<file path="src/rtl/cpu_ctrl_pkg.sv">
// Shared definitions for the Phase-1 CPU control unit: sequencer states,
// instruction classes, ALU opcodes and IR field positions.
package cpu_ctrl_pkg;

    // Control steps: fetch T0-T2, execute T3-T6, plus reset and halt.
    typedef enum logic [3:0] {
        ST_RST,
        ST_T0,
        ST_T1,
        ST_T2,
        ST_T3,
        ST_T4,
        ST_T5,
        ST_T6,
        ST_HALT
    } state_t;

    // Execute-sequence families; every recognised opcode maps to exactly one.
    typedef enum logic [1:0] {
        CLS_NOP,
        CLS_REG3,
        CLS_MULDIV,
        CLS_UNARY
    } instr_class_t;

    localparam logic [4:0] OP_ADD  = 5'b00011;
    localparam logic [4:0] OP_SUB  = 5'b00100;
    localparam logic [4:0] OP_AND  = 5'b00101;
    localparam logic [4:0] OP_OR   = 5'b00110;
    localparam logic [4:0] OP_ROR  = 5'b00111;
    localparam logic [4:0] OP_ROL  = 5'b01000;
    localparam logic [4:0] OP_SHR  = 5'b01001;
    localparam logic [4:0] OP_SHRA = 5'b01010;
    localparam logic [4:0] OP_SHL  = 5'b01011;
    localparam logic [4:0] OP_MUL  = 5'b01111;
    localparam logic [4:0] OP_DIV  = 5'b10000;
    localparam logic [4:0] OP_NEG  = 5'b10001;
    localparam logic [4:0] OP_NOT  = 5'b10010;

    localparam int OP_MSB = 31;
    localparam int OP_LSB = 27;
    localparam int RA_MSB = 26;
    localparam int RA_LSB = 23;
    localparam int RB_MSB = 22;
    localparam int RB_LSB = 19;
    localparam int RC_MSB = 18;
    localparam int RC_LSB = 15;

    // Map an opcode to the execute sequence it needs; anything unknown is a NOP.
    function automatic instr_class_t decode_class(input logic [4:0] op);
        case (op)
            OP_ADD, OP_SUB, OP_AND, OP_OR, OP_ROR,
            OP_ROL, OP_SHR, OP_SHRA, OP_SHL:      return CLS_REG3;
            OP_MUL, OP_DIV:                       return CLS_MULDIV;
            OP_NEG, OP_NOT:                       return CLS_UNARY;
            default:                              return CLS_NOP;
        endcase
    endfunction

endpackage

</file>
<file path="src/rtl/reg_onehot_dec.sv">
// 4-to-16 one-hot decoder with enable, used for the GPR read and write selects.
module reg_onehot_dec (
    input  logic [3:0]  idx,
    input  logic        en,
    output logic [15:0] onehot
);

    // At most one bit set, and none at all when the select is disabled.
    always_comb begin
        // NOTE: assign a default before any conditional write so no latch is inferred.
        onehot = '0;
        if (en) onehot[idx] = 1'b1;
    end

endmodule

</file>
<file path="src/rtl/control_sequencer.sv">
// Hardwired control sequencer driving the DataPath register-transfer strobes.
// Optional feature macro: MEM_WAIT_EN -- T1 stretches until mem_ready is high.
// Outputs are a Moore decode of the state register (and the IR fields during
// execute), so forcing the state to RST on clear zeroes them immediately.
module control_sequencer
    import cpu_ctrl_pkg::*;
(
    input  logic        clock,
    input  logic        clear,
    input  logic [31:0] ir,
    input  logic        stop,
    input  logic        mem_ready,
    output logic        PCout,
    output logic        MARin,
    output logic        IncPC,
    output logic        PCin,
    output logic        IRin,
    output logic        Read,
    output logic        MDRin,
    output logic        MDRout,
    output logic        Yin,
    output logic        Zin,
    output logic        Zlowout,
    output logic        Zhighout,
    output logic        HIin,
    output logic        LOin,
    output logic [15:0] Rin,
    output logic [15:0] Rout,
    output logic [4:0]  alu_op,
    output logic        run
);

    state_t       state;
    instr_class_t cls;
    logic [4:0]   op;
    logic [3:0]   ra, rb, rc;
    logic [3:0]   rin_idx, rout_idx;
    logic         rin_en, rout_en;
    logic         unused_inputs;

    assign op  = ir[OP_MSB:OP_LSB];
    assign ra  = ir[RA_MSB:RA_LSB];
    assign rb  = ir[RB_MSB:RB_LSB];
    assign rc  = ir[RC_MSB:RC_LSB];
    assign cls = decode_class(op);

    // Low IR bits carry operands this unit never decodes; mem_ready is only
    // consulted when the wait-state feature is built in.
    assign unused_inputs = ^{ir[RC_LSB-1:0], mem_ready};

    // State register: one step per cycle; stop is sampled on each
    // instruction's final step. The T2 branch reads ir, so the IR word must
    // already be visible on ir by the end of T2.
    always_ff @(posedge clock or posedge clear) begin
        // NOTE: sequential state uses non-blocking assignments only.
        if (clear) begin
            state <= ST_RST;
        end else begin
            case (state)
                ST_RST: state <= ST_T0;
                ST_T0:  state <= ST_T1;
`ifdef MEM_WAIT_EN
                ST_T1:  state <= mem_ready ? ST_T2 : ST_T1;
`else
                ST_T1:  state <= ST_T2;
`endif
                ST_T2: begin
                    if (cls == CLS_NOP) state <= stop ? ST_HALT : ST_T0;
                    else                state <= ST_T3;
                end
                ST_T3:  state <= ST_T4;
                ST_T4: begin
                    if (cls == CLS_UNARY) state <= stop ? ST_HALT : ST_T0;
                    else                  state <= ST_T5;
                end
                ST_T5: begin
                    if (cls == CLS_MULDIV) state <= ST_T6;
                    else                   state <= stop ? ST_HALT : ST_T0;
                end
                ST_T6:   state <= stop ? ST_HALT : ST_T0;
                ST_HALT: state <= ST_HALT;
                default: state <= ST_RST;
            endcase
        end
    end

    // Strobe decode for the current step; everything defaults to inactive.
    always_comb begin
        PCout    = 1'b0;
        MARin    = 1'b0;
        IncPC    = 1'b0;
        PCin     = 1'b0;
        IRin     = 1'b0;
        Read     = 1'b0;
        MDRin    = 1'b0;
        MDRout   = 1'b0;
        Yin      = 1'b0;
        Zin      = 1'b0;
        Zlowout  = 1'b0;
        Zhighout = 1'b0;
        HIin     = 1'b0;
        LOin     = 1'b0;
        alu_op   = 5'b00000;
        rin_en   = 1'b0;
        rin_idx  = 4'd0;
        rout_en  = 1'b0;
        rout_idx = 4'd0;
        run      = (state != ST_RST) && (state != ST_HALT);

        case (state)
            ST_T0: begin
                PCout  = 1'b1;
                MARin  = 1'b1;
                IncPC  = 1'b1;
                Zin    = 1'b1;
                alu_op = OP_ADD;
            end
            ST_T1: begin
                Read  = 1'b1;
                MDRin = 1'b1;
`ifdef MEM_WAIT_EN
                // PC reloads only in the completing cycle of the read.
                PCin    = mem_ready;
                Zlowout = mem_ready;
`else
                PCin    = 1'b1;
                Zlowout = 1'b1;
`endif
            end
            ST_T2: begin
                MDRout = 1'b1;
                IRin   = 1'b1;
            end
            ST_T3: begin
                case (cls)
                    CLS_REG3: begin
                        rout_en = 1'b1; rout_idx = rb; Yin = 1'b1;
                    end
                    CLS_MULDIV: begin
                        rout_en = 1'b1; rout_idx = ra; Yin = 1'b1;
                    end
                    CLS_UNARY: begin
                        rout_en = 1'b1; rout_idx = rb; Zin = 1'b1; alu_op = op;
                    end
                    default: ;
                endcase
            end
            ST_T4: begin
                case (cls)
                    CLS_REG3: begin
                        rout_en = 1'b1; rout_idx = rc; Zin = 1'b1; alu_op = op;
                    end
                    CLS_MULDIV: begin
                        rout_en = 1'b1; rout_idx = rb; Zin = 1'b1; alu_op = op;
                    end
                    CLS_UNARY: begin
                        Zlowout = 1'b1; rin_en = 1'b1; rin_idx = ra;
                    end
                    default: ;
                endcase
            end
            ST_T5: begin
                case (cls)
                    CLS_REG3: begin
                        Zlowout = 1'b1; rin_en = 1'b1; rin_idx = ra;
                    end
                    CLS_MULDIV: begin
                        Zlowout = 1'b1; LOin = 1'b1;
                    end
                    default: ;
                endcase
            end
            ST_T6: begin
                if (cls == CLS_MULDIV) begin
                    Zhighout = 1'b1;
                    HIin     = 1'b1;
                end
            end
            default: ;
        endcase
    end

    reg_onehot_dec u_rin_dec (
        .idx    (rin_idx),
        .en     (rin_en),
        .onehot (Rin)
    );

    reg_onehot_dec u_rout_dec (
        .idx    (rout_idx),
        .en     (rout_en),
        .onehot (Rout)
    );

endmodule

</file>
<file path="config.mk">
export PLATFORM = sky130hd
export DESIGN_NAME = control_sequencer
export DESIGN_NICKNAME = d
export VERILOG_FILES = /design/src/rtl/cpu_ctrl_pkg.sv /design/src/rtl/reg_onehot_dec.sv /design/src/rtl/control_sequencer.sv
export SDC_FILE = /design/constraint.sdc
export NUM_CORES = 1
export LEC_CHECK = 0
export BUFFER_PORTS_ARGS = -buffer_cell sky130_fd_sc_hd__buf_4
export CORE_ASPECT_RATIO = 0.5
export CORE_MARGIN = 3
export CORE_UTILIZATION = 37
export CTS_BUF_LIST = sky130_fd_sc_hd__clkbuf_4
export DETAILED_ROUTE_END_ITERATION = 10
export MAX_ROUTING_LAYER = met4
export PLACE_DENSITY_LB_ADDON = 0.1
export SLEW_MARGIN = 20
export SYNTH_ARGS = -nofsm -noshare
export SYNTH_HDL_FRONTEND = slang
export SYNTH_SLANG_ARGS = --single-unit
</file>
<file path="constraint.sdc">
create_clock -name clock -period 2.7 [get_ports clock]
set_clock_uncertainty 0.2 [all_clocks]
set_input_delay 0.27 -clock clock [delete_from_list [all_inputs] [get_ports clock]]
set_output_delay 0.27 -clock clock [all_outputs]
set_load 0.01 [all_outputs]
</file>
* Word level (Yosys, flattened, before mapping) *
Memories as Yosys holds them, arrays and structs flattened.
Index checks and enable logic that the tools add are counted.

cells by class
  reductions and logical operators = 9
  eq/ne operators = 12
  magnitude comparators = 4
  muxes and demuxes = 35

operator list
  kind                  number
  $pmux W4 S9           1
  $mux W16              2
  $pmux W4 S2           4
  $mux W4               6
  $eq A4 B3 Y1 const B  4
  $pmux W5 S3           1
  $mux W1               13
  $lt A4 B5 Y1 const B  2
  $mux W5               2
  $demux W1 S4          2
  $eq A4 B2 Y1 const B  2
  $ge A4 B1 Y1 const B  2
  $pmux W1 S3           2
  $eq A2 B2 Y1 const B  2
  $eq A4 B1 Y1 const B  1
  $eq A4 B4 Y1 const B  1
  $logic_not A4 Y1      1
  $ne A4 B4 Y1 const B  1
  $pmux W1 S2           2
  $reduce_bool A4 Y1    1
  $reduce_or A2 Y1      2
  $logic_and A1 B1 Y1   3
  $reduce_or A3 Y1      1
  $eq A2 B1 Y1 const B  1
  $logic_not A2 Y1      1

storage, ports and cells
  output and inout port bits = 52
  bits in read-only memories = 64
  input port bits = 36
  bits in registers = 4
  memories = 1
  word-level logic and storage cells = 62

memory list
  memory            words  width  read ports  clocked after memory_dff  write ports  line                text
  (name not given)  32     2      1           0                         0            cpu_ctrl_pkg.sv:51  case (op)

* Depth between registers and ports, before layout *
An unclocked memory read counts as a cell.

  word-level depth = 10
  depth in mapped cells = 11
  gate-level depth less buffers = 11

* By module *
From an unflattened synthesis, not the netlist that was laid out.

unflattened totals
  cells, all modules = 152
  area total of the unflattened synthesis = 1024.7 um^2

by module, submodules not included
  module                       cells each  area each (um^2)  seq. area each (um^2)  instances
  control_sequencer            106         787.0             100.1                  1
  reg_onehot_dec (u_rin_dec)   23          120.1             0.0                    1
  reg_onehot_dec (u_rout_dec)  23          117.6             0.0                    1

* Worst setup path before layout *
Ideal clock, no wire load.

  path kind = input port to output port
  start = in ir[27]
  end = out Rout[0]
  required time = 2.230 ns
  buffers on the path = 0
  slack = -0.240 ns
  arrival = 2.470 ns
  cell stages on the path = 11
  cell sequence = ha_1 nand4bb_2 o31a_2 nand2_1 inv_1 ha_1 and3b_1 and2_4 o2bb2ai_2 a221o_1 nor4_1

on the way
  longest elaborated chain between the ends = 10
  elaborated cells between the ends (all ways) = 19
  classes of those cells = order compare (2); eq/ne (3); mux (9); reduce/logical (4); memory (1)

ends and longest elaborated chain
  what                                                                       line                                                text
  from (decl)                                                                control_sequencer.sv:10                             input logic [31:0] ir,
  $mem_v2 Z32 W2 *                                                           --
  $eq A2 B2 Y1 / $eq A2 B1 Y1 (equally long branches)                        control_sequencer.sv:135, control_sequencer.sv:149
  $reduce_or A2 Y1 (no line)                                                 --
  $pmux W4 S2                                                                control_sequencer.sv:135                            case (cls)
  $pmux W4 S2                                                                control_sequencer.sv:110                            case (state)
  $lt A4 B5 Y1 (implied by the code) / $ge A4 B1 Y1 (equally long branches)  reg_onehot_dec.sv:12                                if (en) onehot[idx] = 1'b1;
  $logic_and A1 B1 Y1 (implied by the code)                                  reg_onehot_dec.sv:12
  $mux W1 (implied by the code)                                              reg_onehot_dec.sv:12
  $demux W1 S4                                                               --
  $mux W16 *                                                                 reg_onehot_dec.sv:12
  to (decl)                                                                  control_sequencer.sv:28                             output logic [15:0] Rout,

Mark *: on every way between the ends. The rest lies on a longest branch, timed or not.

* Worst setup path in the final report *
  start = in ir[27]
  end = out Rout[5]

Same word-level chain as after synthesis.

==> flow_results.xml <==
<?xml version="1.0" encoding="UTF-8"?>
<metrics>
  <group name="power_and_ir_drop">
    <metric name="internal_power" unit="W">0.000515</metric>
    <metric name="swShare" unit="%">50.8</metric>
    <metric name="total_net_switching_power" unit="W">0.000531</metric>
    <metric name="combinational_fraction_of_design_power" unit="%">79.7</metric>
    <metric name="power_leakage" unit="nW">1.10</metric>
    <metric name="power_density" unit="nW/µm²">431</metric>
    <metric name="power_frac_clock" unit="%">7.5</metric>
    <metric name="power.ir.vdd_worst" unit="mV">0.474</metric>
    <metric name="share_seq_of_total_power" unit="%">12.8</metric>
  </group>
  <group name="placed_design">
    <metric name="hpwlAfterDp" unit="µm">3490</metric>
    <metric name="gpl.final_weighted_congestion" unit="">0.898</metric>
    <metric name="port_buffers" unit="">71</metric>
  </group>
  <group name="finish">
    <metric name="largest_reg_flops" unit="">4</metric>
    <metric name="max_flop_register" unit="">state</metric>
    <metric name="layout_top_registers" unit="">state (4)</metric>
    <metric name="most-common-layout-cells" unit="">buf_4 (102), nor2_1 (30), buf_6 (9)</metric>
    <metric name="final_core_density" unit="%">87.8</metric>
    <metric name="diodes" unit="">0</metric>
    <metric name="post_route_cells_drive_above_1_share" unit="%">63.3</metric>
    <metric name="area_overhead_vs_synth" unit="%">112</metric>
    <metric name="final_nets" unit="">323</metric>
    <metric name="layout.cells.most_common" unit="">buf_4</metric>
  </group>
  <group name="setup_path">
    <metric name="critPathKind" unit="">input pin to output pin</metric>
    <metric name="critical_path_buffer_and_inverter_count" unit="">5</metric>
    <metric name="cp_common_cell" unit="">buf_4</metric>
    <metric name="arrival" unit="ns">2.62</metric>
    <metric name="crit_path_top_delay_cell" unit="">a22oi_1</metric>
    <metric name="worst_ep_required_time" unit="ns">2.23</metric>
    <metric name="path_delay_family" unit="">compound AO/OA/AOI/OAI gates</metric>
    <metric name="end_kind" unit="">output pin</metric>
    <metric name="timing.critical_path.fanout_max" unit="">4</metric>
    <metric name="worst-r2r-cell-count" unit="">6</metric>
    <metric name="rr_endpoint" unit="">state[3]</metric>
    <metric name="critPathMaxStageDelay" unit="ns">0.27</metric>
    <metric name="worstSetupStartpointType" unit="">input pin</metric>
    <metric name="timing.rr.start" unit="">state[1]</metric>
    <metric name="critical_path.cell_chain" unit="">buf_8, ha_4, nand4bb_4, o31a_4, nand2_4, buf_4, ha_4, buf_4, a22oi_1, nor3_2, a22oi_2, o211ai_1, buf_4, nor2_1, buf_4</metric>
    <metric name="rrSetupSlack" unit="ns">0.72</metric>
  </group>
  <group name="timing">
    <metric name="maxSlewHeadroom" unit="%">57.3</metric>
    <metric name="hold_viol_final" unit="">0</metric>
    <metric name="maxSlewViolCount" unit="">0</metric>
    <metric name="fin_crit_sh" unit="%">115</metric>
    <metric name="clock.fmax" unit="MHz">323</metric>
    <metric name="finalWorstSetupSlack" unit="ns">-0.394</metric>
    <metric name="setup-violations-final" unit="">28</metric>
    <metric name="finalCriticalPeriod" unit="ns">3.09</metric>
    <metric name="holdWs" unit="ns">0.0393</metric>
    <metric name="tightestPinTransition" unit="ns">0.637</metric>
    <metric name="unrepaired_setup_endpoints_after_global_routing" unit="">true</metric>
    <metric name="fin_tns_setup" unit="ns">-5.57</metric>
  </group>
  <group name="route">
    <metric name="detailedRoute.firstIterationViolations" unit="">200</metric>
    <metric name="drcViolationCount" unit="">0</metric>
    <metric name="drt-wirelength-per-cell" unit="µm">19.1</metric>
    <metric name="totalWireLength" unit="µm">6030</metric>
    <metric name="post_drt_via_cell_ratio" unit="">6.17</metric>
    <metric name="drtPass1Iterations" unit="">6</metric>
    <metric name="ant_nets" unit="">0</metric>
    <metric name="dr_total_vias" unit="">1943</metric>
  </group>
  <group name="clock_tree">
    <metric name="clock_transition_at_the_registers_of_the_reported_paths" unit="ns">0.04</metric>
    <metric name="numCtsBuffers" unit="">3</metric>
    <metric name="clk_path_buf_depth" unit="">2</metric>
    <metric name="clock-sinks" unit="">4</metric>
    <metric name="clock_tree.root_cell" unit="">clkbuf_4</metric>
    <metric name="cts_tree" unit="">done</metric>
    <metric name="cts.htree.levels" unit="">1</metric>
    <metric name="clock_insertion_delay_worst_skew" unit="ns">0.24</metric>
  </group>
  <group name="global_route">
    <metric name="groute.usage.overall" unit="%">27.0</metric>
    <metric name="grt_first_pass_wirelength" unit="µm">7990</metric>
    <metric name="grt_pass1_vias" unit="">1631</metric>
    <metric name="grt_antenna_before_repair" unit="">0</metric>
    <metric name="grt_max_degree" unit="">13</metric>
    <metric name="globalRoute.totalOverflow" unit="">0</metric>
  </group>
  <group name="synth">
    <metric name="distinct_cell_type_count_after_synthesis" unit="">50</metric>
    <metric name="synth.net_count" unit="">214</metric>
    <metric name="synth.cell_area" unit="µm²">1140</metric>
    <metric name="synthesis.yosys.warnings" unit="">0</metric>
    <metric name="synthDominantCellAreaShare" unit="%">12.8</metric>
    <metric name="netlist_instances" unit="">171</metric>
    <metric name="synth_edf_count" unit="">0</metric>
    <metric name="netlist.top_cell.by_area" unit="">nor2_1</metric>
    <metric name="synth_flop_cell" unit="">dfrtp_1</metric>
    <metric name="ys_async_sr_fraction" unit="%">100</metric>
    <metric name="netlist_top_cells_area" unit="">nor2_1 (13%), dfrtp_1 (8.8%), ha_1 (7.7%), nor3_1 (4.4%), a22oi_1 (3.9%)</metric>
    <metric name="syn-mean-instance-area" unit="µm²">6.69</metric>
    <metric name="yosys_register_bits" unit="">4</metric>
    <metric name="synth.yosys.seq_area_share" unit="%">8.75</metric>
  </group>
  <group name="floorplan">
    <metric name="initial_utilization" unit="%">41.4</metric>
    <metric name="placeableCoreArea" unit="µm²">2770</metric>
    <metric name="die-area" unit="µm²">3830</metric>
    <metric name="die_height" unit="µm">45.3</metric>
    <metric name="fp.dieW" unit="µm">84.6</metric>
    <metric name="ios" unit="">88</metric>
    <metric name="fp-row-count" unit="">13</metric>
  </group>
  <group name="status">
    <metric name="run_status" unit="">finished with violations</metric>
    <metric name="violations" unit="">negative setup slack</metric>
  </group>
  <group name="min_path">
    <metric name="timing.hold.worst.start" unit="">stop</metric>
    <metric name="worstHoldPathCells" unit="">2</metric>
    <metric name="min_to" unit="">state[0]</metric>
    <metric name="worstHoldPathType" unit="">input pin to flop</metric>
  </group>
  <group name="run">
    <metric name="drv_cap" unit="">0</metric>
  </group>
</metrics>
## how the worst max path moves through the flow
stage	from	end	slack (ns)	cells after the start
after global placement	ir[27]	Rout[8]	-0.33	12
after CTS	ir[27]	Rout[8]	-0.25	13
after floorplan	ir[27]	Rout[8]	-0.01	9
after detailed placement	ir[27]	Rout[12]	-0.41	13
final	ir[27]	Rout[5]	-0.39	15
after global routing	ir[27]	Rout[5]	-0.47	15
## logic make-up (layout without fill, tap and decap cells)
| logic type | Yosys count | after routing | share of synthesized area, % |
|---|---|---|---|
| fa+ha+maj | 7 | 7 | 7.66 |
| flops | 4 | 4 | 8.75 |
| compound gates | 38 | 38 | 26.9 |
| mux | 1 | 1 | 0.875 |
| simple gates | 101 | 101 | 46.4 |
| buf+inv | 20 | 127 | 9.41 |
## synth_stat cells, types with 4 or more instances
library cell  count
a21oi_1           5
nor2b_1           4
nor3_1           10
nand3b_1          4
nor2_1           39
dfrtp_1           4
nand2_1          10
nand2b_1          6
ha_1              7
nand3_1           5
buf_4             6
inv_1             8
a22oi_1           6
and2_1            4
## area by class of cell
cell class	instances	area, µm²
Multi-Input combinational cell	147	1280
Fill cell	129	337
Sequential cell	4	100
Timing Repair Buffer	116	942
Tap cell	37	46.3
Clock buffer	3	22.5
Inverter	8	32.5
## timing repair
action	CTS	global route
setup buffers	9	9
endpoints found under the hold margin	4	0
endpoints found under the setup margin	32	34
resized for setup	31	28
pin swaps	23	23
hold buffers	1	0
## per-stage QoR
| step | cells | cell area [µm²] | setup slack (ns) | total power [W] |
|---|---|---|---|---|
| floorplan | 171 | 1260 | -0.0116 | 0.000565 |
| global placement | 294 | 1970 | -0.334 | 0.000822 |
| detailed placement | 294 | 1970 | -0.415 | 0.000836 |
| CTS | 307 | 2240 | -0.254 | 0.000965 |
| global route | 315 | 2430 | -0.473 | 0.00111 |
| finish | 315 | 2430 | -0.394 | 0.00105 |
## layer usage
| metal | vias up | GRT usage [%] | wire length (µm) | share of wire, % |
|---|---|---|---|---|
| met5 | - | - | 0 | 0 |
| met4 | 0 | 10.7 | 254 | 4.2 |
| met3 | 41 | 4.74 | 635 | 11 |
| met2 | 180 | 44.8 | 2840 | 47 |
| met1 | 894 | 33.5 | 2300 | 38 |
| li1 | 828 | - | - | - |
## power by group through the flow
| stage | clock (W) | combinational (W) | sequential (W) |
|---|---|---|---|
| 3_5_place_dp | 0 | 0.000710 | 0.000126 |
| 3_3_place_gp | 0 | 0.000699 | 0.000123 |
| 6_report | 0.0000780 | 0.000834 | 0.000134 |
| 4_1_cts | 0.0000804 | 0.000759 | 0.000126 |
| 5_1_grt | 0.0000847 | 0.000891 | 0.000133 |
| 2_1_floorplan | 0 | 0.000453 | 0.000111 |
Note: power is estimated with default switching activity, not from simulation.
